<file path="src/rtl/sdram_arb_pkg.sv">
// Shared types and widths for the two-port SDRAM transaction arbiter.
package sdram_arb_pkg;

  localparam int ADDR_W = 25;
  localparam int DATA_W = 16;

  typedef enum logic [1:0] {
    ST_IDLE,
    ST_ISSUE,
    ST_WAIT_LOW,
    ST_WAIT_HIGH
  } arb_state_e;

  typedef enum logic {
    PORT_DISP = 1'b0,
    PORT_CPU  = 1'b1
  } port_e;

endpackage

</file>
<file path="src/rtl/sdram_arbiter_if.sv">
// Requester and controller signals of the arbiter; slave is the arbiter side.
interface sdram_arbiter_if;
  import sdram_arb_pkg::*;

  logic              cpu_req;
  logic              cpu_we;
  logic [ADDR_W-1:0] cpu_addr;
  logic [DATA_W-1:0] cpu_wdata;
  logic              cpu_ack;
  logic              cpu_done;
  logic [DATA_W-1:0] cpu_rdata;

  logic              disp_req;
  logic [ADDR_W-1:0] disp_addr;
  logic              disp_ack;
  logic              disp_done;

  logic              ctl_start;
  logic              ctl_write_en;
  logic              ctl_burst_en;
  logic [ADDR_W-1:0] ctl_addr;
  logic [DATA_W-1:0] ctl_data_in;
  logic [DATA_W-1:0] ctl_data_out;
  logic              ctl_data_ready;
  logic              ctl_mem_ready;

  modport slave (
    input  cpu_req, cpu_we, cpu_addr, cpu_wdata,
    output cpu_ack, cpu_done, cpu_rdata,
    input  disp_req, disp_addr,
    output disp_ack, disp_done,
    output ctl_start, ctl_write_en, ctl_burst_en, ctl_addr, ctl_data_in,
    input  ctl_data_out, ctl_data_ready, ctl_mem_ready
  );

  modport master (
    output cpu_req, cpu_we, cpu_addr, cpu_wdata,
    input  cpu_ack, cpu_done, cpu_rdata,
    output disp_req, disp_addr,
    input  disp_ack, disp_done,
    input  ctl_start, ctl_write_en, ctl_burst_en, ctl_addr, ctl_data_in,
    output ctl_data_out, ctl_data_ready, ctl_mem_ready
  );

endinterface

</file>
<file path="src/rtl/sdram_arb_pick.sv">
// Winner selection: display first, CPU once display has run its consecutive quota.
module sdram_arb_pick
  import sdram_arb_pkg::*;
#(
  parameter int DISP_MAX_CONSEC = 4,
  parameter int CNT_W           = 3
) (
  input  logic             cpu_req,
  input  logic             disp_req,
  input  logic [CNT_W-1:0] consec,
  output logic             gnt_vld,
  output port_e            gnt_port
);

  always_comb begin
    gnt_vld  = cpu_req | disp_req;
    gnt_port = PORT_DISP;
    if (cpu_req && (!disp_req || consec == CNT_W'(DISP_MAX_CONSEC)))
      gnt_port = PORT_CPU;
  end

endmodule

</file>
<file path="src/rtl/sdram_arbiter.sv">
// Grants the single sdram_ctl port to display bursts or CPU words, one transaction
// at a time, and sequences the controller's start / data_ready handshake.
module sdram_arbiter
  import sdram_arb_pkg::*;
#(
  parameter int DISP_MAX_CONSEC = 4,
  parameter int WAIT_TIMEOUT    = 63
) (
  input  logic           clk,
  input  logic           rst,
  sdram_arbiter_if.slave bus,
  output logic           busy,
  output logic           err
);

  localparam int CNT_W = $clog2(DISP_MAX_CONSEC + 1);
  localparam int TMO_W = $clog2(WAIT_TIMEOUT + 1);

  arb_state_e        state, state_d;
  logic [CNT_W-1:0]  consec, consec_d;
  logic [TMO_W-1:0]  tmo_cnt, tmo_cnt_d;
  logic              gnt_vld, grant, complete, timeout;
  port_e             gnt_port;

  logic              cpu_ack_d, cpu_done_d, disp_ack_d, disp_done_d;
  logic              ctl_start_d, ctl_write_en_d, ctl_burst_en_d, busy_d, err_d;
  logic [ADDR_W-1:0] ctl_addr_d;
  logic [DATA_W-1:0] ctl_data_in_d, cpu_rdata_d;

  sdram_arb_pick #(
    .DISP_MAX_CONSEC (DISP_MAX_CONSEC),
    .CNT_W           (CNT_W)
  ) u_pick (
    .cpu_req  (bus.cpu_req),
    .disp_req (bus.disp_req),
    .consec   (consec),
    .gnt_vld  (gnt_vld),
    .gnt_port (gnt_port)
  );

  // Registered state and outputs
  always_ff @(posedge clk) begin
    if (rst) begin
      state            <= ST_IDLE;
      consec           <= '0;
      tmo_cnt          <= '0;
      bus.cpu_ack      <= 1'b0;
      bus.cpu_done     <= 1'b0;
      bus.disp_ack     <= 1'b0;
      bus.disp_done    <= 1'b0;
      bus.ctl_start    <= 1'b0;
      bus.ctl_write_en <= 1'b0;
      bus.ctl_burst_en <= 1'b0;
      bus.ctl_addr     <= '0;
      bus.ctl_data_in  <= '0;
      bus.cpu_rdata    <= '0;
      busy             <= 1'b0;
      err              <= 1'b0;
    end else begin
      state            <= state_d;
      consec           <= consec_d;
      tmo_cnt          <= tmo_cnt_d;
      bus.cpu_ack      <= cpu_ack_d;
      bus.cpu_done     <= cpu_done_d;
      bus.disp_ack     <= disp_ack_d;
      bus.disp_done    <= disp_done_d;
      bus.ctl_start    <= ctl_start_d;
      bus.ctl_write_en <= ctl_write_en_d;
      bus.ctl_burst_en <= ctl_burst_en_d;
      bus.ctl_addr     <= ctl_addr_d;
      bus.ctl_data_in  <= ctl_data_in_d;
      bus.cpu_rdata    <= cpu_rdata_d;
      busy             <= busy_d;
      err              <= err_d;
    end
  end

  // Next state; a falling data_ready takes precedence over a same-cycle timeout
  always_comb begin
    state_d  = state;
    grant    = 1'b0;
    complete = 1'b0;
    timeout  = 1'b0;
    case (state)
      ST_IDLE: begin
        if (bus.ctl_mem_ready && bus.ctl_data_ready && gnt_vld) begin
          grant   = 1'b1;
          state_d = ST_ISSUE;
        end
      end
      ST_ISSUE: begin
        if (!bus.ctl_data_ready) begin
          state_d = ST_WAIT_LOW;
        end else if (tmo_cnt == TMO_W'(WAIT_TIMEOUT - 1)) begin
          timeout = 1'b1;
          state_d = ST_IDLE;
        end
      end
      ST_WAIT_LOW: begin
        if (bus.ctl_data_ready) begin
          complete = 1'b1;
          state_d  = ST_WAIT_HIGH;
        end else if (tmo_cnt == TMO_W'(WAIT_TIMEOUT - 1)) begin
          timeout = 1'b1;
          state_d = ST_IDLE;
        end
      end
      ST_WAIT_HIGH: state_d = ST_IDLE;
      default:      state_d = ST_IDLE;
    endcase
  end

  // Next values of the registered outputs; ctl_burst_en doubles as the owner id
  always_comb begin
    cpu_ack_d      = 1'b0;
    disp_ack_d     = 1'b0;
    cpu_done_d     = 1'b0;
    disp_done_d    = 1'b0;
    ctl_write_en_d = bus.ctl_write_en;
    ctl_burst_en_d = bus.ctl_burst_en;
    ctl_addr_d     = bus.ctl_addr;
    ctl_data_in_d  = bus.ctl_data_in;
    cpu_rdata_d    = bus.cpu_rdata;
    consec_d       = consec;
    tmo_cnt_d      = '0;

    if ((state == ST_ISSUE || state == ST_WAIT_LOW) && state_d == state)
      tmo_cnt_d = tmo_cnt + 1'b1;

    if (grant) begin
      if (gnt_port == PORT_CPU) begin
        cpu_ack_d      = 1'b1;
        ctl_write_en_d = bus.cpu_we;
        ctl_burst_en_d = 1'b0;
        ctl_addr_d     = bus.cpu_addr;
        ctl_data_in_d  = bus.cpu_wdata;
        consec_d       = '0;
      end else begin
        disp_ack_d     = 1'b1;
        ctl_write_en_d = 1'b0;
        ctl_burst_en_d = 1'b1;
        ctl_addr_d     = bus.disp_addr;
        ctl_data_in_d  = '0;
        if (bus.cpu_req && consec != CNT_W'(DISP_MAX_CONSEC))
          consec_d = consec + 1'b1;
      end
    end

    if (complete || timeout) begin
      disp_done_d = bus.ctl_burst_en;
      cpu_done_d  = !bus.ctl_burst_en;
    end

    // Read data is sampled alongside data_ready so it is valid during cpu_done
    if (complete && !bus.ctl_burst_en && !bus.ctl_write_en)
      cpu_rdata_d = bus.ctl_data_out;

    ctl_start_d = (state_d == ST_ISSUE);
    busy_d      = (state_d != ST_IDLE);
    err_d       = err | timeout;
  end

endmodule
</file>
<file path="src/flat_wrapper.sv">
// flat-port wrapper written by rule: the top's interface ports become plain ports
module sdram_arbiter_flat import sdram_arb_pkg::*;
#(
  parameter int DISP_MAX_CONSEC = 4,
  parameter int WAIT_TIMEOUT    = 63
)
  (clk, rst, busy, err, bus_cpu_req, bus_cpu_we, bus_cpu_addr, bus_cpu_wdata, bus_cpu_ack, bus_cpu_done, bus_cpu_rdata, bus_disp_req, bus_disp_addr, bus_disp_ack, bus_disp_done, bus_ctl_start, bus_ctl_write_en, bus_ctl_burst_en, bus_ctl_addr, bus_ctl_data_in, bus_ctl_data_out, bus_ctl_data_ready, bus_ctl_mem_ready);
  sdram_arbiter_if bus_i ();
  input  logic clk;
  input  logic rst;
  output logic busy;
  output logic err;
  input wire logic [$bits(bus_i.cpu_req)-1:0] bus_cpu_req;
  input wire logic [$bits(bus_i.cpu_we)-1:0] bus_cpu_we;
  input wire logic [$bits(bus_i.cpu_addr)-1:0] bus_cpu_addr;
  input wire logic [$bits(bus_i.cpu_wdata)-1:0] bus_cpu_wdata;
  output wire logic [$bits(bus_i.cpu_ack)-1:0] bus_cpu_ack;
  output wire logic [$bits(bus_i.cpu_done)-1:0] bus_cpu_done;
  output wire logic [$bits(bus_i.cpu_rdata)-1:0] bus_cpu_rdata;
  input wire logic [$bits(bus_i.disp_req)-1:0] bus_disp_req;
  input wire logic [$bits(bus_i.disp_addr)-1:0] bus_disp_addr;
  output wire logic [$bits(bus_i.disp_ack)-1:0] bus_disp_ack;
  output wire logic [$bits(bus_i.disp_done)-1:0] bus_disp_done;
  output wire logic [$bits(bus_i.ctl_start)-1:0] bus_ctl_start;
  output wire logic [$bits(bus_i.ctl_write_en)-1:0] bus_ctl_write_en;
  output wire logic [$bits(bus_i.ctl_burst_en)-1:0] bus_ctl_burst_en;
  output wire logic [$bits(bus_i.ctl_addr)-1:0] bus_ctl_addr;
  output wire logic [$bits(bus_i.ctl_data_in)-1:0] bus_ctl_data_in;
  input wire logic [$bits(bus_i.ctl_data_out)-1:0] bus_ctl_data_out;
  input wire logic [$bits(bus_i.ctl_data_ready)-1:0] bus_ctl_data_ready;
  input wire logic [$bits(bus_i.ctl_mem_ready)-1:0] bus_ctl_mem_ready;
  assign bus_i.cpu_req = bus_cpu_req;
  assign bus_i.cpu_we = bus_cpu_we;
  assign bus_i.cpu_addr = bus_cpu_addr;
  assign bus_i.cpu_wdata = bus_cpu_wdata;
  assign bus_cpu_ack = bus_i.cpu_ack;
  assign bus_cpu_done = bus_i.cpu_done;
  assign bus_cpu_rdata = bus_i.cpu_rdata;
  assign bus_i.disp_req = bus_disp_req;
  assign bus_i.disp_addr = bus_disp_addr;
  assign bus_disp_ack = bus_i.disp_ack;
  assign bus_disp_done = bus_i.disp_done;
  assign bus_ctl_start = bus_i.ctl_start;
  assign bus_ctl_write_en = bus_i.ctl_write_en;
  assign bus_ctl_burst_en = bus_i.ctl_burst_en;
  assign bus_ctl_addr = bus_i.ctl_addr;
  assign bus_ctl_data_in = bus_i.ctl_data_in;
  assign bus_i.ctl_data_out = bus_ctl_data_out;
  assign bus_i.ctl_data_ready = bus_ctl_data_ready;
  assign bus_i.ctl_mem_ready = bus_ctl_mem_ready;
  sdram_arbiter #(.DISP_MAX_CONSEC(DISP_MAX_CONSEC), .WAIT_TIMEOUT(WAIT_TIMEOUT)) u_core (.clk(clk), .rst(rst), .bus(bus_i), .busy(busy), .err(err));
endmodule
</file>
<file path="config.mk">
export PLATFORM = sky130hd
export DESIGN_NAME = sdram_arbiter_flat
export DESIGN_NICKNAME = d
export VERILOG_FILES = /design/src/rtl/sdram_arb_pkg.sv /design/src/rtl/sdram_arbiter_if.sv /design/src/rtl/sdram_arb_pick.sv /design/src/rtl/sdram_arbiter.sv /design/src/flat_wrapper.sv
export SDC_FILE = /design/constraint.sdc
export NUM_CORES = 1
export LEC_CHECK = 0
export ABC_CLOCK_PERIOD_IN_PS = 1900
export CAP_MARGIN = 10
export CORE_AREA = 2 2 96 98
export DETAILED_ROUTE_END_ITERATION = 8
export DIE_AREA = 0 0 98 100
export PLACE_DENSITY = 0.74
export SYNTH_ARGS = -nofsm -noshare
export SYNTH_HDL_FRONTEND = slang
export SYNTH_SLANG_ARGS = --single-unit
export TNS_END_PERCENT = 1
</file>
<file path="constraint.sdc">
create_clock -name clk -period 1.9 [get_ports clk]
set_clock_uncertainty 0.1 [all_clocks]
set_input_delay 0.19 -clock clk [delete_from_list [all_inputs] [get_ports clk]]
set_output_delay 0.19 -clock clk [all_outputs]
set_load 0.05 [all_outputs]
</file>
Word-level counts from Yosys, hierarchy flattened:

Cells that the tools add are included.

* register bits after elaboration: 77
* input bits: 89
* output and inout bits: 66
* logic and storage cells: 71

* $add $sub $neg: 2
* equal/unequal tests: 8
* multiplexer cells: 21
* bitwise gates (word level): 5
* reduce and logical (&&, ||, !) cells: 20

Operator list (number)
* $mux 25: 1
* $mux 16: 1
* $mux 1: 11
* $mux 2: 4
* $pmux 2 s4: 1
* $logic_and 1x1->1: 7
* $add 6x1->6 const B: 1
* $eq 6x6->1 const B: 1
* $mux 3: 2
* $reduce_or 2->1: 3
* $eq 2x1->1 const B: 2
* $eq 2x2->1 const B: 2
* $reduce_bool 2->1: 2
* $add 3x1->3 const B: 1
* $eq 3x3->1 const B: 1
* $logic_not 1->1: 3
* $logic_or 1x1->1: 3
* $ne 3x3->1 const B: 1
* $not 1->1: 3
* $eq 2x2->1: 1
* $logic_not 2->1: 1
* $or 1x1->1: 2
* $pmux 1 s2: 1
* $reduce_and 2->1: 1

Longest topological paths before layout:

Gate-level depths: netlist (run 1).

* word-level depth: 8
* mapped depth: 8
* depth with buffers taken out: 6

Cells and area by module:

From an unflattened synthesis (run 1), not the netlist that was laid out.

* cell total of the unflattened synthesis: 332
* area, all modules: 3275.6 um2

Modules (own cells, without submodules)
* sdram_arbiter: times used 1, cells an instance 328, area an instance 3245.6 um2, sequential area each 1541.5 um2
* sdram_arb_pick: times used 1, cells an instance 4, area an instance 30.0 um2, sequential area each 0.0 um2

Worst setup path after synthesis (run 1):

Ideal clock, no wire load.

* path type: register to register
* from: register u_core.state[0]
* to: register u_core.tmo_cnt[2]
* library setup time: 78 ps
* arrival time: 1707 ps
* required time: 1722 ps
* path slack: 15 ps
* stages on the path, launching flop included: 8
* path buffers: 1
* period minus slack after synthesis: 1885 ps
* cell sequence: dfxtp_1 -> inv_1 -> ha_1 -> buf_2 -> o2111a_1 -> a2111oi_4 -> o41ai_2 -> nor3_1

* cells in the longest elaborated chain, start to end: 7
* elaborated cells on any way between the ends: 14
* classes of those cells: eq/ne (4); mux (5); bitwise (1); reduce/logical (4)

Ends and longest elaborated chain
* from (decl): RTL line sdram_arbiter.sv:19 `arb_state_e state, state_d;`
* from (signal assigned): RTL line sdram_arbiter.sv:60 `state <= state_d;`
* $mux 2: RTL line sdram_arbiter.sv:94, sdram_arbiter.sv:103
* $mux 2 (on tied branches): RTL line sdram_arbiter.sv:100, sdram_arbiter.sv:92
* $pmux 2 s4: RTL line sdram_arbiter.sv:84 `case (state)`
* $eq 2x2->1: RTL line sdram_arbiter.sv:127 `if ((state == ST_ISSUE || state == ST_WAIT_LOW) && state_d == state)`
* $logic_and 1x1->1 *: RTL line sdram_arbiter.sv:127
* $not 1->1 (no source line) *
* $reduce_or 2->1 (no source line) *
* to (signal assigned): RTL line sdram_arbiter.sv:62 `tmo_cnt <= tmo_cnt_d;`
* to (decl): RTL line sdram_arbiter.sv:21 `logic [TMO_W-1:0] tmo_cnt, tmo_cnt_d;`

Mark *: on every way between the ends. The rest lies on a longest branch, timed or not.
A chain may end at the register's enable or synchronous reset.

Worst setup path after layout (run 1):

Ends and elaborated chain as after synthesis.

==> results of run 1 <==
[flip-flops by register name, summed over array words and instances (netlist names)]
register	cells
u_core.bus.ctl_addr	25
u_core.bus.cpu_rdata	16
u_core.bus.ctl_data_in	16
u_core.tmo_cnt	6
u_core.consec	3
u_core.state	2
u_core.bus.cpu_ack	1
u_core.bus.cpu_done	1
u_core.bus.ctl_burst_en	1
u_core.bus.ctl_start	1
u_core.bus.ctl_write_en	1
u_core.bus.disp_ack	1
u_core.bus.disp_done	1
u_core.busy	1
u_core.err	1
[layer usage]
metal  vias to the layer above  global-route usage (%)
li1                       1491                       -
met1                      1380                   19.90
met2                       153                   30.19
met3                        18                   6.337
met4                         0                   7.906
met5                         -                       0
[final timing paths]
path	startpoint	to	slack (ns)	cells after the start
worst min register to register	u_core.bus.cpu_rdata[8]$_SDFFE_PP0P_	u_core.bus.cpu_rdata[8]$_SDFFE_PP0P_	0.36	2
worst max-delay path	u_core.state[0]$_SDFF_PP0_	u_core.tmo_cnt[2]$_SDFF_PP0_	0.03	7
worst min-delay path	bus_disp_addr[20]	u_core.bus.ctl_addr[20]$_SDFFE_PP0P_	0.26	3
worst max register to register	u_core.state[0]$_SDFF_PP0_	u_core.tmo_cnt[2]$_SDFF_PP0_	0.03	7
[timing repair]
item / 4_1_cts / 5_1_grt
setup endpoints to repair: 6 / 10
gates cloned: 0 / 0
gates resized for setup: 9 / 10
pin swaps: 2 / 2
[cells by family after synthesis]
family	synth area share (%)
AND/OR/NAND/NOR	17.67
AO/OA/AOI/OAI	20.93
flip-flops	51.35
buffers and inverters	4.877
adder cells (fa/ha/maj)	3.335
XOR/XNOR	1.167
multiplexers	0.6670
[metrics by stage]
step	cells	worst slack (ns)	setup TNS, ns
floorplan	328	0.01531	0
global route	617	-0.06016	-0.1846
detailed placement	601	-0.04351	-0.1969
finish	617	0.03486	0
global placement	601	0.04360	0
CTS	617	0.008300	0
[cell usage in the layout, fill, tap and decap left out, drive strengths merged, types with 2 or more instances in the layout]
master / Yosys / routed
ha: 8 / 8
buf: 15 / 31
a22o: 17 / 17
or3: 2 / 2
clkinvlp: 0 / 2
xnor2: 2 / 2
o21ai: 7 / 7
nand4b: 2 / 2
clkdlybuf4s50: 0 / 151
nor2b: 2 / 2
inv: 12 / 16
dfxtp: 77 / 77
xor2: 2 / 2
clkbuf: 5 / 9
o2111a: 2 / 2
a22oi: 24 / 24
nand3: 3 / 3
a41oi: 2 / 2
a2111oi: 2 / 2
nor3: 8 / 8
nand2: 87 / 87
a21oi: 22 / 22
nor2: 8 / 8
mux2i: 2 / 2
and2: 2 / 2
[critical path: stages (launching register included)]
cell and delay, ns:
dfxtp_2 0.36, inv_4 0.05, buf_6 0.11, ha_4 0.17, nor4bb_4 0.16, a2111oi_4 0.40, o41ai_4 0.20, nor3_1 0.22
[cell type report]
| class | instances | area (um2) | share of cell area [%] |
|---|---|---|---|
| clock buffer | 9 | 123.9 | 2.432 |
| timing repair buffer | 182 | 1785 | 35.05 |
| multi-input combinational | 219 | 1391 | 27.32 |
| tap | 111 | 138.9 | 2.727 |
| clock inverter | 7 | 63.81 | 1.253 |
| inverter | 12 | 47.55 | 0.9334 |
| sequential | 77 | 1543 | 30.29 |
[power by group through the flow]
stage	combinational (uW)	clock, uW	sequential [uW]
6_report	664	1180	1690
5_1_grt	702	1290	1700
4_1_cts	657	1230	1690
3_5_place_dp	647	0	1730
3_3_place_gp	640	0	1730
2_1_floorplan	133	0	1880
==> run summary, run 1 <==
The flow ran to the end, and the final reports show no timing, DRC or antenna violations. The portion of the post-synthesis area used by sequential elements is 51.35%. The most common cell in the synthesized netlist is nand2_1.

For the total half-perimeter wirelength after legalization and detailed placement, the log shows 6521 um. At the pin with the least slew margin, the transition time is 0.5207 ns. The vertical extent of the die was 100 um. The count of unresolved DRC violations after routing is 0. The pre-antenna-repair detailed-routing pass consisted of 4 iterations.

The number of antenna repair diodes is 0, and the count of endpoints failing setup in the final report is 0. In this run, the combinational gates consume 18.7% of the power. The run gives 0 as the yosys synthesis warning count. The run gives 8796 um as the routed wire length.

Number of maximum-capacitance constraint violations: 0. In the routed layout, each cell is associated on average with a via count of 4.930. Cell row count: 35. Detailed routing inserted a total of 3042 vias. The wire length of the first global-routing pass is 14060 um. The total global routing track utilization came out at 17.68%. Sorting the synthesized cells by area gives the leading types as dfxtp_1 (51%), nand2_1 (11%), a22oi_1 (6.0%), a22o_1 (5.0%), a21oi_1 (3.7%). The post-route core utilization is 57.30%, and the maximum achievable frequency is 536.2 MHz. In the final layout, the share of cells above drive strength 1 is 12.65%. The run gives 1045 uW as the net switching component of the power.

Cell internal power was estimated by the tool at 2494 uW. Post-CTS timing repair inserted 0 buffers for setup. The detailed router used layers up to and including met4. Cell at the root of the clock tree: clkbuf_8. The completed layout was analyzed and its total power is 3539 uW. Across the VDD grid, the largest voltage drop is 399.4 uV.

The port buffer count was 154; the initial antenna violation count was 0. After clock tree synthesis, the flow added hold-fix buffers numbering 0. After routing the design area is 5094 um2. The tools report the via count of the first global-routing pass as 3085. In the synthesized netlist, the cells that appear most often are nand2_1 (87), dfxtp_1 (77), a22oi_1 (24).

Once detail routing completed, the nets flagged for antenna violations numbered 0. For this block, wires on met1 add up to 3537 um. A synthesized cell averages 9.151 um2.

Entering global routing, the biggest net connects 36 pins. The number of buffers added by the clock tree synthesis step is 9. Setup repair after global routing could not meet its margin everywhere. Of the total power, the clock network draws 33.4%. Of all cell types, the one taking the most synthesized area is dfxtp_1. In the finished design, the share of the clock period the worst path needs comes to 98.17%. CTS sink count: 77. The path class of the tightest hold or removal check is input pin to register. The routed design uses 795 um of met3 wire.

The number of nets in the synthesized netlist is 425. The largest driver fanout on the critical path is 7, and the critical path arrival is 2.04 ns. The synthesis-stage register bit count came out at 77. Type of origin of the critical path: a register.

The run gives 2.07 ns as the required time of the critical path. Kind of end point of the critical path: a register. The number of hold violations in the final report is 0, and the summed instance area of the synthesized netlist is 3002 um2.

The last weighted congestion value of the routability-driven placer was 0.8095. The fraction of power spent switching nets is 29.53%. After floorplanning, the core was sized to cover 8890 um2.

The number of enable-type register cells in the synthesized netlist was 0; the initial standard-cell utilization of the core was 33.76%. Detailed-route wire length per cell: 14.26 um. The synthesized design devotes to its leading area cell type 51.35% of total area. For this block, the initial DRC count from the detailed router was 141. For this run, the leading register cell type out of synthesis is dfxtp_1. After clock tree synthesis, the clock-pin slew on the worst setup and hold paths is 0.09 ns. Per report_power, the sequential group accounts for 47.8% of the total. From synthesis to final layout, the design area changed by 69.70%. The die outline area was 9800 um2; the number of I/O pins was 155. For the detailed route wirelength on metal2, the log shows 4278 um. The setup path with the least slack is of type register to register. TritonCTS built the clock tree. The logs give 42 for the number of distinct standard cells referenced by the synthesized netlist and 0.2638 ns for the smallest hold slack. The number of slew-limit violations in the final report is 0. Relative max-transition margin: 65.18%. For this run, the post-layout net count is 598. At the later pin of the worst-skew pair, clock insertion delay measures 0.35 ns. Synthesis produced a netlist whose cell count is 328. The horizontal die dimension is 98 um.

For this design the static power due to leakage is 0.001978 uW. Counting I/O delays and the setup requirement, the final critical path takes 1.865 ns. The post-placement cell area was 4830 um2; the maximum buffer depth of the clock tree was 2.

For this run the aggregate overflow at the end of global routing stands at 0. After filler insertion, the fill cell instance count of the layout stands at 782. Of all flip-flops after synthesis, the portion carrying an async set or reset was 0%. Dividing total power by cell area gives a power density of 694.8 nW/um2. In this run the number of H-tree levels came out at 3.
(Power assumes the default switching activity.)
==> inputs of run 2 (changes only) <==
--- a/config.mk
+++ b/config.mk
@@ -10,7 +10,8 @@
 export CORE_AREA = 2 2 96 98
 export DETAILED_ROUTE_END_ITERATION = 8
 export DIE_AREA = 0 0 98 100
-export PLACE_DENSITY = 0.74
+export DONT_BUFFER_PORTS = 1
+export PLACE_DENSITY = 0.56
 export SYNTH_ARGS = -nofsm -noshare
 export SYNTH_HDL_FRONTEND = slang
 export SYNTH_SLANG_ARGS = --single-unit
==> run summary, run 2 (synthesized netlist as in run 1, its figures left out) <==
The worst path meets setup with 0.1164 ns of slack. The area growth from synthesis to layout came out at 45.98%. After the last flow step, the layout net total stands at 516. The top cell types in the final layout, fill and taps aside, are nand2_1 (87), dlygate4sd3_1 (86), dfxtp_1 (75), a22oi_1 (24), a21oi_1 (22). The share of total power dissipated in the clock network is 41.0%.

The floorplan step set the die height to 100 um. The run gives 2829 as the via count of the first global-routing pass. The kind of end point of the critical path was a register. The first TritonRoute pass finished after 5 iterations. Max-cap violations in this run came to 0. The cell row count was 35; the combinational cell fraction of total power was 9.6%. After global routing the overflow that remains totals 0. The worst pin sits at a relative slew slack of 33.71%. In this design, the stage delay of the slowest critical-path cell is 0.45 ns. The count of nets left with antenna violations once routing finished came out at 0.

In the routed design, unresolved DRC markers number 0. The worst path uses 93.87% of the clock period. Once detailed placement completed, the half-perimeter wirelength came to 5090 um.

The last weighted congestion value of the routability-driven placer is 0.8453. In this run the critical register-to-register path is launched from u_core.state[0]$_SDFF_PP0_. The flow ran to the end, and the final reports show no timing, DRC or antenna violations. The wire length of the first global-routing pass is 13780 um.

The clock reaches the later pin of the worst-skew pair after 0.35 ns. Clock tree synthesis selected as its root buffer the cell clkbuf_8. The library cell used most frequently in the layout, excluding fill and tap cells, is nand2_1. The die covers 9800 um2.

Summed over all cells, the static leakage comes to 0.001730 uW. The completed layout was analyzed and its total power is 3752 uW. The maximum number of pins on one net before global-route repair came out at 43. Number of cells on the worst reg-to-reg path: 6. The worst register-to-register path ends at u_core.bus.cpu_rdata[11]$_SDFFE_PP0P_. The run gives 1.89 ns as the critical path arrival.

The maximum achievable frequency is 560.7 MHz, and the routed wire length is 8823 um. In this run, flip-flops and latches consume 49.4% of the power. The worst supply voltage drop on vdd is 486.1 uV.

The cell that appears most often on the critical path is nand2_1. The largest driver fanout on the critical path was 16. The filler cell count in the final layout came out at 767. The clock period minus worst slack came out at 1.784 ns. The number of flip-flops in the largest register was 25; the number of cells traversed by the worst hold path was 3.

The logs give 2775 for the via total after detailed routing and 0.12 ns for the register-to-register setup slack. The H-tree generated during clock tree synthesis spans 3 levels. The worst-path cell with the longest stage delay was or3_4. The actual transition at the worst max-transition pin was 0.9944 ns. The worst hold path begins at bus_ctl_data_ready. The net switching component of the power is 973.9 uW.

Clock-pin slew was measured on the worst setup and hold paths at 0.08 ns. Input and output buffers added on the ports amount to 0. The detailed-route wire length per cell works out to 16.49 um.

The routed via count divided by cell count works out to 5.187. STA puts the critical path data required time at 2.00 ns. In this run the horizontal extent of the chip is 98 um. After routing, the total negative slack on setup checks comes to 0 ns. Top register by number of flip-flops: u_core.bus.ctl_addr.

For the number of DRC violations after detailed-routing iteration 0, the log shows 125. The signal on the critical path passes through inv_2, ha_2, nand2_1, or3_4, nand2_1, a21oi_1. Path category of the worst min-delay check: input pin to register. The ratio of cells with drive above 1 in the final layout was 12.03%.

Total global routing track utilization: 17.54%. For the number of hold violations in the final report, the log shows 0. The worst hold path terminates at u_core.state[1]$_SDFF_PP0_. For this design the ratio of total power to cell area is 856.3 nW/um2.

The number of I/O pins was 155. The number of antenna repair diodes is 0. The core region is 8890 um2.

The count of endpoints failing setup in the final report is 0. Net switching is 25.96% of the power. The tools report the number of buffers added by the clock tree synthesis step as 9.

The maximum buffer depth of the clock tree is 2, and the number of slew-limit violations in the final report is 0. The initial utilization of the core area, before any placement, comes to 33.76%. In the final layout, the registers with the most flip-flops are u_core.bus.ctl_addr: 25 flops, u_core.bus.cpu_rdata: 16 flops, u_core.bus.ctl_data_in: 16 flops. The critical path in this run is classified as register to register. The worst setup path is launched from a register. Timing analysis after detailed placement gives a worst setup slack of -0.04050 ns.

TritonCTS built the clock tree. The tools report the internal power consumption as 2778 uW. The initial antenna violation count is 0. The clock drives 77 sinks.
## run 2: power groups by stage
stage	Sequential [uW]	Combinational, uW	Clock, uW
2_1_floorplan	1880	133	0
4_1_cts	1850	334	1570
3_5_place_dp	1890	182	0
5_1_grt	1860	388	1630
3_3_place_gp	1890	178	0
6_report	1850	360	1540
## run 2: timing repair
| action | in CTS | in global routing |
|---|---|---|
| hold buffers | 87 | 0 |
| pin swaps | 0 | 1 |
| resized for setup | 1 | 19 |
| endpoints found under the setup margin | 22 | 47 |
| setup buffers | 0 | 0 |
| endpoints found under the hold margin | 68 | 0 |
| gates cloned | 0 | 0 |
## run 2: layer usage
layer | up-vias | routed length, um | GRT usage, %
met5 | - | 0 | 0
met4 | 0 | 137 | 6.517
met3 | 12 | 885 | 5.710
met2 | 167 | 4271 | 30.08
met1 | 1272 | 3529 | 20.55
li1 | 1324 | - | -
## run 2: how the worst max path moves through the flow
stage                                  from  cells past startpoint                               endpoint
3_3_place_gp   u_core.tmo_cnt[0]$_SDFF_PP0_                      6           u_core.tmo_cnt[3]$_SDFF_PP0_
5_1_grt        u_core.tmo_cnt[0]$_SDFF_PP0_                      6           u_core.tmo_cnt[0]$_SDFF_PP0_
4_1_cts          u_core.state[1]$_SDFF_PP0_                      6           u_core.tmo_cnt[3]$_SDFF_PP0_
2_1_floorplan    u_core.state[0]$_SDFF_PP0_                      7           u_core.tmo_cnt[2]$_SDFF_PP0_
3_5_place_dp     u_core.state[0]$_SDFF_PP0_                      6  u_core.bus.cpu_rdata[15]$_SDFFE_PP0P_
6_report         u_core.state[0]$_SDFF_PP0_                      6  u_core.bus.cpu_rdata[11]$_SDFFE_PP0P_
## run 2: final cells by class
type | instances | area, um2 | area share (%)
multi-input combinational | 219 | 1396 | 31.87
sequential | 77 | 1544 | 35.24
clock buffer | 11 | 141.4 | 3.227
timing repair buffer | 100 | 1008 | 23.02
clock inverter | 5 | 107.6 | 2.456
inverter | 12 | 45.04 | 1.028
tap | 111 | 138.9 | 3.170
## run 2: critical path, delay by kind of cell, from the launching register on
family	cells	cell delay, ns
AO/OA/AOI/OAI	1	0.07
adder cells (fa/ha/maj)	1	0.27
buffers and inverters	1	0.11
flip-flops	1	0.36
AND/OR/NAND/NOR	3	0.72
## run 2: through the flow
step                      hold WS [ns]  util (%)  cell area, um2  instances
after floorplan                 0.1890         -            3002        328
after global placement          0.1619     35.81            3183        432
after detailed placement        0.1642     35.81            3183        432
after CTS                      0.06260     48.46            4308        535
after global routing           0.09289     49.29            4382        535
final                          0.08470     49.29            4382        535
==> inputs of run 3 (changes only) <==
--- a/config.mk
+++ b/config.mk
@@ -11,7 +11,9 @@
 export DETAILED_ROUTE_END_ITERATION = 8
 export DIE_AREA = 0 0 98 100
 export DONT_BUFFER_PORTS = 1
+export MAX_ROUTING_LAYER = met4
 export PLACE_DENSITY = 0.56
+export RECOVER_POWER = 25
 export SYNTH_ARGS = -nofsm -noshare
 export SYNTH_HDL_FRONTEND = slang
 export SYNTH_SLANG_ARGS = --single-unit
==> run summary, run 3 (synthesized netlist as in run 1, its figures left out) <==
Measured against its own limit, the worst slew margin works out to 33.47%. The number of slew-limit violations in the final report was 0; the routed via count divided by cell count was 5.141. The final route contains 2766 vias. Of all nets on the critical path, the largest fanout is 7.

Setup slack closes at 0.05918 ns. The total area of multi-input combinational cells is 1425 um2. After detailed routing, the average wire length per cell comes to 16.49 um.

The total half-perimeter wirelength after legalization and detailed placement was 5220 um. The number of clock buffers added by TritonCTS is 9. The leakage power of the design is 0.001717 uW. The total area inside the core boundary comes to 8890 um2.

The most frequent standard cell in the layout excluding fill and tap cells is nand2_1. The number of hold violations in the final report was 0. The critical path contains buffers and inverters numbering 2 combined. Ratio of cells with drive above 1 in the final layout: 12.65%.

The first detailed-routing pass took 4 iterations. The initial antenna violation count was 0. The first routing iteration left 155 violations. 155 I/O pins were placed. The internal power consumption was 2482 uW; the maximum number of pins on one net before global-route repair was 43. The initialized floorplan defines 35 standard-cell rows. Final cell area excluding filler cells: 4379 um2. TritonCTS built the clock tree. Once the floorplan was initialized, standard cells occupied 33.76% of the core.

Number of placed instances with taps included: 434. Clock tree synthesis found a total of 77 sinks. Global routing used 18.57% of the available tracks across all layers.

Setup repair after global routing could not meet its margin everywhere. The count of unresolved DRC violations after routing is 0, and the relative contribution of the clock network to total power is 35.4%. Counting I/O delays and the setup requirement, the final critical path takes 1.841 ns. The layout has 782 filler cells.

The delay contributed by the slowest stage of the critical path is 0.39 ns. The number of maximum-capacitance constraint violations was 0. The analysis attributes to net switching a power of 958.3 uW.

The min-delay analysis places its worst path in the category input pin to register. At the worst endpoint, the arrival time is 2.01 ns. STA puts the critical path data required time at 2.07 ns. Via count of the first global-routing pass: 2861. For the wire length of the first global-routing pass, the log shows 14100 um.

The H-tree level count is 3. Of the total power, registers draw 53.8%. Horizontal die dimension: 98 um.

The register with the most flip-flops in the final layout is u_core.bus.ctl_addr. Setup violations remaining at the end of the flow were counted as 0. CTS clock-pin slew for the worst setup and hold paths: 0.08 ns. In the final layout, the registers with the most flip-flops are u_core.bus.ctl_addr: 25 flops, u_core.bus.cpu_rdata: 16 flops, u_core.bus.ctl_data_in: 16 flops. Summing all placed instances gives a cell area of 3198 um2.

Global routing finished with a remaining overflow of 0. The post-route antenna net violation count was 0; the final period utilization was 96.89%. Across the whole layout, storage elements account for 1549 um2. The logs give 2 for the maximum buffer depth of the clock tree and 0.8779 for the last weighted congestion value of the routability-driven placer. The tools report the maximum achievable frequency as 543.2 MHz.

Prior to clock tree synthesis, the placed netlist has a worst setup slack of -0.02701 ns. Critical path's top delay family: compound AO/OA/AOI/OAI gates. 0 antenna diodes ended up in the layout.

The fraction of power spent switching nets came out at 27.86%. The cell sitting at the root of the clock tree is a clkbuf_8. The run finished with clean final reports.

The count of nets after finishing came out at 519. Compared with the post-synthesis result, the final layout area differs by 45.89%. The worst setup path is of the register to register kind. The later pin in the worst-skew pair is clocked with a latency of 0.34 ns. In this run the power density over the cells is 785.6 nW/um2. The die is 100 um tall.

The finished layout holds 538 standard cells, fillers aside. Across the VDD grid, the largest voltage drop is 438.6 uV. The port buffer count was 0. The floorplan step defined a die boundary enclosing 9800 um2. The actual transition at the worst max-transition pin works out to 0.9980 ns. Cells fill 49.26% of the core in the end. Kind of end point of the critical path: a register. Walking the worst path, the cells encountered are inv_4, ha_4, nor4bb_2, a2111oi_4, o41ai_4, buf_4, nor3_1.

The largest individual stage delay along the critical path comes from the cell a2111oi_4. STA classifies the critical path startpoint as a register. The number of flip-flops in the largest register came out at 25. The share of total power dissipated in combinational logic is 10.8%. The routed wire length is 8869 um.

In the layout the commonest cells are nand2_1 (87), dlygate4sd3_1 (86), dfxtp_1 (75), a22oi_1 (24), a21oi_1 (22).
## run 3: cell types whose count changed in the layout (fill, tap and decap cells not counted), moves of 2 or more
cell / before / now
dfxtp_4: 0 / 2
dfxtp_2: 2 / 0
clkbuf_1: 1 / 3
inv_2: 2 / 0
inv_4: 0 / 2
ha_4: 1 / 3
ha_2: 3 / 1
bufinv_16: 3 / 1
## run 3: layout make-up
| cell class | count | area share (%) |
|---|---|---|
| repair buffers | 103 | 23.40 |
| well taps | 111 | 3.171 |
| flip-flops and latches | 77 | 35.37 |
| inverters | 12 | 1.143 |
| clock inverters | 5 | 1.371 |
| clock buffers | 11 | 3.000 |
| multi-input cells | 219 | 32.54 |
## run 3: stage by stage
step	setup TNS [ns]	hold WS, ns	power (uW)
detailed placement	-0.2957	0.1644	2073
global route	-0.07970	0.1045	3582
finish	0	0.09204	3440
CTS	0	0.009022	3449
floorplan	0	0.1890	2018
global placement	-0.08710	0.1620	2071
## run 3: power groups by stage
stage          combinational, uW  sequential [uW]  clock [uW]
6_report                     371             1850        1220
4_1_cts                      341             1850        1260
3_5_place_dp                 187             1890           0
3_3_place_gp                 183             1890           0
2_1_floorplan                133             1880           0
5_1_grt                      401             1860        1320
## run 3: path summary, 6_finish.rpt
path	slack, ns	start	to	cells past startpoint
setup reg to reg	0.06	u_core.state[0]$_SDFF_PP0_	u_core.tmo_cnt[2]$_SDFF_PP0_	7
hold / removal	0.09	bus_ctl_data_ready	u_core.state[1]$_SDFF_PP0_	3
setup / recovery	0.06	u_core.state[0]$_SDFF_PP0_	u_core.tmo_cnt[2]$_SDFF_PP0_	7
hold reg to reg	0.39	u_core.tmo_cnt[0]$_SDFF_PP0_	u_core.tmo_cnt[0]$_SDFF_PP0_	1
## run 3: metal layers
layer | track usage [%] | vias to the layer above | wire, um | part of all wire, %
met3 | 6.267 | 10 | 763 | 8.6
met1 | 20.77 | 1275 | 3639 | 41
li1 | - | 1327 | - | -
met5 | - | - | 0 | 0
met4 | 6.517 | 0 | 116 | 1.3
met2 | 31.14 | 154 | 4350 | 49
## run 3: what timing repair did
item,in CTS,in global routing
setup buffers,0,1
hold buffers,86,1
resized for setup,5,23
endpoints found under the hold margin,68,1
pin swaps,1,2
setup endpoints to repair,23,38
## run 3: worst reg2reg max path: cells and delay by family, from the launching register on
| family | cells | cell delay (ns) |
|---|---|---|
| fa+ha+maj | 1 | 0.19 |
| compound gates | 2 | 0.52 |
| simple gates | 2 | 0.34 |
| buf+inv | 2 | 0.25 |
| flops | 1 | 0.38 |
